### src/rtl/adder_pkg.sv
// adder_pkg: shared definitions for the pipelined adder/subtractor.
//   OP_*     : operation encodings carried on the op port.
//   chunk_w  : bits per pipeline stage (operand width / stage count).
package adder_pkg;

  localparam logic [1:0] OP_ADD     = 2'b00;
  localparam logic [1:0] OP_SUB     = 2'b01;
  localparam logic [1:0] OP_ADD_SAT = 2'b10;
  localparam logic [1:0] OP_SUB_SAT = 2'b11;

  function automatic int chunk_w(input int width, input int stages);
    return width / stages;
  endfunction

endpackage

### src/rtl/adder_chunk_stage.sv
// adder_chunk_stage: one registered C-bit slice of the carry-ripple pipeline.
//   clk, rst_n : clock, async active-low reset
//   en         : global pipeline advance
//   vld_in     : valid bit entering this slice
//   a, b, cin  : chunk operands and carry from the previous slice
//   vld        : registered valid
//   s, cout    : registered chunk sum and carry out
module adder_chunk_stage #(
  parameter int C = 4
) (
  input  logic         clk,
  input  logic         rst_n,
  input  logic         en,
  input  logic         vld_in,
  input  logic [C-1:0] a,
  input  logic [C-1:0] b,
  input  logic         cin,
  output logic         vld,
  output logic [C-1:0] s,
  output logic         cout
);

  logic [C:0] sum_d;

  assign sum_d = {1'b0, a} + {1'b0, b} + {{C{1'b0}}, cin};

  always_ff @(posedge clk or negedge rst_n) begin
    if (!rst_n) begin
      vld  <= 1'b0;
      s    <= '0;
      cout <= 1'b0;
    end else if (en) begin
      vld  <= vld_in;
      s    <= sum_d[C-1:0];
      cout <= sum_d[C];
    end
  end

endmodule

### src/rtl/pipelined_adder.sv
// pipelined_adder: WIDTH-bit add/sub, carry ripples one C-bit chunk per stage.
//   clk, rst_n          : clock, async active-low reset
//   in_valid / in_ready : operand handshake (in_ready = global enable)
//   a, b, op            : operands and operation (ADD, SUB, ADD_SAT, SUB_SAT)
//   out_valid/out_ready : result handshake
//   sum                 : WIDTH+1 result; top bit is carry, borrow or sat flag
// WIDTH must be a multiple of STAGES.
module pipelined_adder
  import adder_pkg::*;
#(
  parameter int WIDTH  = 16,
  parameter int STAGES = 4
) (
  input  logic             clk,
  input  logic             rst_n,
  input  logic             in_valid,
  output logic             in_ready,
  input  logic [WIDTH-1:0] a,
  input  logic [WIDTH-1:0] b,
  input  logic [1:0]       op,
  output logic             out_valid,
  input  logic             out_ready,
  output logic [WIDTH:0]   sum
);

  localparam int C = chunk_w(WIDTH, STAGES);

  logic                         en;
  logic [WIDTH-1:0]             bx;
  logic [STAGES-1:0][C-1:0]     ca, cb, s_q, rq;
  logic [STAGES-1:0]            co_q, vld_q;
  logic [STAGES-1:0][1:0]       op_q;
  logic [WIDTH-1:0]             raw;
  logic                         cout;
  logic [1:0]                   op_l;

  // Whole pipe stalls as one unit whenever the output is held.
  assign en        = !out_valid || out_ready;
  assign in_ready  = en;
  assign out_valid = vld_q[STAGES-1];

  // op[0] marks both subtract flavours: invert b and inject carry 1.
  assign bx    = op[0] ? ~b : b;
  assign ca[0] = a[C-1:0];
  assign cb[0] = bx[C-1:0];

  // Skew: chunk j of a and b' waits j cycles to meet its carry.
  for (genvar j = 1; j < STAGES; j++) begin : g_skew
    logic [j-1:0][C-1:0] ad, bd;
    always_ff @(posedge clk or negedge rst_n) begin
      if (!rst_n) begin
        ad <= '0;
        bd <= '0;
      end else if (en) begin
        ad[0] <= a[j*C +: C];
        bd[0] <= bx[j*C +: C];
        for (int i = 1; i < j; i++) begin
          ad[i] <= ad[i-1];
          bd[i] <= bd[i-1];
        end
      end
    end
    assign ca[j] = ad[j-1];
    assign cb[j] = bd[j-1];
  end

  // Op travels with the entry so the final stage knows how to format it.
  always_ff @(posedge clk or negedge rst_n) begin
    if (!rst_n) begin
      op_q <= '0;
    end else if (en) begin
      op_q[0] <= op;
      for (int k = 1; k < STAGES; k++) op_q[k] <= op_q[k-1];
    end
  end

  for (genvar k = 0; k < STAGES; k++) begin : g_stage
    logic vin, cin;
    if (k == 0) begin : g_first
      assign vin = in_valid;
      assign cin = op[0];
    end else begin : g_next
      assign vin = vld_q[k-1];
      assign cin = co_q[k-1];
    end

    adder_chunk_stage #(.C(C)) u_chunk (
      .clk    (clk),
      .rst_n  (rst_n),
      .en     (en),
      .vld_in (vin),
      .a      (ca[k]),
      .b      (cb[k]),
      .cin    (cin),
      .vld    (vld_q[k]),
      .s      (s_q[k]),
      .cout   (co_q[k])
    );
  end

  // De-skew: chunk j result waits STAGES-1-j cycles to line up with the top.
  for (genvar j = 0; j < STAGES - 1; j++) begin : g_deskew
    localparam int D = STAGES - 1 - j;
    logic [D-1:0][C-1:0] rd;
    always_ff @(posedge clk or negedge rst_n) begin
      if (!rst_n) begin
        rd <= '0;
      end else if (en) begin
        rd[0] <= s_q[j];
        for (int i = 1; i < D; i++) rd[i] <= rd[i-1];
      end
    end
    assign rq[j] = rd[D-1];
  end
  assign rq[STAGES-1] = s_q[STAGES-1];

  assign raw  = rq;
  assign cout = co_q[STAGES-1];
  assign op_l = op_q[STAGES-1];

  // Formatting is a pure function of the last stage's registers, so sum
  // holds while stalled and is zero out of reset (op = ADD, data = 0).
  always_comb begin
    sum = {cout, raw};
    case (op_l)
      OP_ADD:     sum = {cout, raw};
      OP_SUB:     sum = {~cout, raw};
      OP_ADD_SAT: sum = cout  ? {1'b1, {WIDTH{1'b1}}} : {1'b0, raw};
      OP_SUB_SAT: sum = !cout ? {1'b1, {WIDTH{1'b0}}} : {1'b0, raw};
      default:    sum = {cout, raw};
    endcase
  end

endmodule

### config.mk
export PLATFORM = sky130hd
export DESIGN_NAME = pipelined_adder
export DESIGN_NICKNAME = d
export VERILOG_FILES = /design/src/rtl/adder_pkg.sv /design/src/rtl/adder_chunk_stage.sv /design/src/rtl/pipelined_adder.sv
export SDC_FILE = /design/constraint.sdc
export NUM_CORES = 1
export LEC_CHECK = 0
export ABC_CLOCK_PERIOD_IN_PS = 3700
export CAP_MARGIN = 20
export CORE_MARGIN = 1
export CORE_UTILIZATION = 32
export DETAILED_ROUTE_END_ITERATION = 6
export REMOVE_ABC_BUFFERS = 1
export SYNTH_ARGS = -nofsm -noshare
export SYNTH_HDL_FRONTEND = slang
export SYNTH_SLANG_ARGS = --single-unit
### constraint.sdc
create_clock -name clk -period 3.7 [get_ports clk]
set_input_delay 1.11 -clock clk [delete_from_list [all_inputs] [get_ports clk]]
set_output_delay 1.11 -clock clk [all_outputs]
set_load 0.005 [all_outputs]
==> results.py <==
metrics = {
    "power": {
        "static-leakage-power_nw": 2.82,
        "internal-power_mw": 3.03,
        "seq_power_share": 0.419,
        "p_sw_mw": 1.66,
        "ir_drop_mv": 0.272,
        "p_sw_frac": 0.353,
        "comb_power_share": 0.382,
        "p_per_area_nw_per_um2": 808,
        "clkPwrFrac": 0.199,
    },
    "timing": {
        "fmax_mhz": 299,
        "timing.final.crit_share": 0.905,
        "maxSlewViolCount": 0,
        "maxSlewHeadroom": 0.323,
        "worst_slack_ns": 0.353,
        "tightest_slew_ns": 1.01,
        "tns_ns": 0,
        "setup_viol": 0,
        "rsz0062_at_grt": "false",
        "fin_crit_ns": 3.35,
        "clock_skew_ns": 0.00816,
        "final-hold-violation-count": 0,
        "whs_ns": 0.464,
    },
    "setup_path": {
        "end_kind": "output pin",
        "ff2ff_path_depth": 6,
        "worstPathMaxFanout": 2,
        "cp_slowest_cell": "clkdlybuf4s50_1",
        "timing.rr.start": "g_stage[3].u_chunk.vld",
        "cp_data_required_time_ns": 2.59,
        "cpLargestDelayFamily": "buffers and inverters",
        "startpoint_type": "primary input",
        "crit_chain": "clkdlybuf4s50_1, nor2b_4, clkinv_2, clkdlybuf4s50_1",
        "crit_type": "primary input to output pin",
        "r2r_end": "g_stage[2].u_chunk.s[3]",
        "cp_num_buf_inv": 3,
        "crit_top_cell": "clkdlybuf4s50_1",
        "ff2ff_setup_slack_ns": 1.65,
        "critical-path-max-stage-delay_ns": 0.53,
        "cp_data_arrival_time_ns": 2.24,
    },
    "floorplanning": {
        "rows": 44,
        "die_area_um2": 15500,
        "num_io_pins": 57,
        "start_util": 0.329,
        "die_y_um": 124,
        "core_um2": 14600,
        "die_w_um": 124,
    },
    "placement": {
        "dpl_cell_area_um2": 5510,
        "port_buffers": 56,
        "dp_hpwl_mm": 6.30,
        "place_ws_ns": 0.354,
        "routabilityCongestion": 0.748,
    },
    "detailed_routing": {
        "ant_nets": 0,
        "wl_mm": 9.36,
        "drtIter0Drc": 227,
        "vias": 3482,
        "wl_per_cell_um": 12.0,
        "dr.pass1.iters": 4,
        "route.detailed.drc": 0,
        "vias_per_cell": 4.47,
    },
    "clocking": {
        "ctsResizeCount": 0,
        "cts.htree.levels": 3,
        "insertion_delay_ns": 0.34,
        "clk_pin_slew_ns": 0.06,
        "clockBufferDepth": 2,
        "ctsHoldBuffers": 0,
        "clock_sinks": 104,
        "cts_tree": "built",
        "post_cts_buffers": 0,
        "cts-root-buf": "clkbuf_16",
        "cts_buffers": 9,
    },
    "grt": {
        "grt_pass1_wl_mm": 16.3,
        "grt.overflow.total": 0,
        "grt_use_total": 0.129,
        "grt_max_degree": 108,
        "grt_pass1_vias": 3425,
        "antenna_found_initial": 0,
    },
    "worst_hold_path": {
        "hold_path_depth": 2,
        "hold_path.class": "flop to flop",
        "hold_end": "op_q[3]",
        "min_from": "op_q[3]",
    },
    "synthesis": {
        "mappedNetlistArea_um2": 4790,
        "synthDistinctLibCells": 30,
        "synth-seq-cells": 104,
        "yosys_warnings": 0,
        "syn_area_per_cell_um2": 8.76,
        "ys_seq_area_frac": 0.543,
        "syn_inst": 547,
        "synth_edf_count": 0,
        "synth_ff_type": "dfrtp_1",
        "async_flop_share": 1.00,
    },
    "cells_and_area": {
        "diodes": 0,
        "design_area_um2": 5800,
        "fillers": 1436,
        "drive_gt1_frac": 0.0403,
        "area_growth_pct": 21.0,
        "final_core_util": 0.398,
        "mostFrequentLayoutCell": "nand2_1",
        "nets": 648,
        "final_cell_mix": "nand2_1, dfrtp_1, clkdlybuf4s50_1",
    },
    "status": {
        "outcome": "finished, final reports clean",
    },
    "job": {
        "cap_viol_max_count": 0,
    },
}
==> cell usage after synthesis (all sizes together) (4+ instances only) <==
master	n	area share
nand2	232	0.18
dfrtp	104	0.54
nor2	43	0.034
a21oi	28	0.029
o21ai	24	0.025
buf	16	0.019
inv	16	0.013
clkbuf	14	0.011
xnor2	13	0.024
ha	12	0.031
nor2b	8	0.010
fa	7	0.029
xor2	6	0.011
a21o	4	0.0063
==> per-stage QoR <==
stage          cells  total power, mW
3_5_place_dp     764             3.81
4_1_cts          779             4.76
2_1_floorplan    517             3.07
3_3_place_gp     764             3.72
6_report         779             4.69
5_1_grt          779             5.14
==> final cells by class <==
type	instances	area, µm²	area share
flip-flops and latches	104	2600	0.449
clock inverters	3	42.5	0.00733
multi-input cells	397	2000	0.344
well taps	184	230	0.0397
repair buffers	63	623	0.107
clock buffers	12	246	0.0425
inverters	16	61.3	0.0106
==> worst max-delay path by stage <==
stage,startpoint,end,slack (ns),depth (start not counted)
2_1_floorplan,out_ready,in_ready,-3.71,2
3_3_place_gp,out_ready,in_ready,0.34,4
3_5_place_dp,out_ready,in_ready,0.35,4
4_1_cts,out_ready,in_ready,0.34,4
5_1_grt,out_ready,in_ready,0.30,4
6_report,out_ready,in_ready,0.35,4
==> metal layers <==
metal	routed length (µm)	vias to the layer above	global-route usage	part of all wire
met5	0	-	0	0
met4	143	0	0.0510	0.015
met3	254	12	0.0245	0.027
met2	4420	50	0.206	0.47
met1	4550	1626	0.172	0.49
li1	-	1794	-	-
==> worst min-delay path, cell delays in order, from the launching register on <==
cell     delay, ns
dfrtp_1       0.34
nand2_1       0.05
nand2_1       0.04
==> sequential cells by signal (all words and copies together) (netlist names) <==
register / cells
g_deskew.rd: 24
g_skew.ad: 16
g_skew.bd: 16
g_stage.u_chunk.s: 16
ca: 8
cb: 8
op_q: 6
g_stage.u_chunk.cout: 4
g_stage.u_chunk.vld: 4
op_l: 2
==> cell families after synthesis <==
logic type | after synthesis | share of synthesized area
compound gates | 61 | 0.0697
xor+xnor | 19 | 0.0347
fa+ha+maj | 19 | 0.0606
buf+inv | 46 | 0.0423
flops | 104 | 0.543
mux | 4 | 0.00940
simple gates | 294 | 0.240
==> power groups by stage <==
stage                     clock network, mW  registers [mW]  logic (mW)
after floorplan                           0            1.90        1.18
after global placement                    0            1.96        1.76
after detailed placement                  0            1.99        1.82
after CTS                             0.965            1.97        1.83
after global routing                   1.01            2.04        2.10
final                                 0.933            1.96        1.79
No activity file was read; power rests on OpenSTA's default activity.
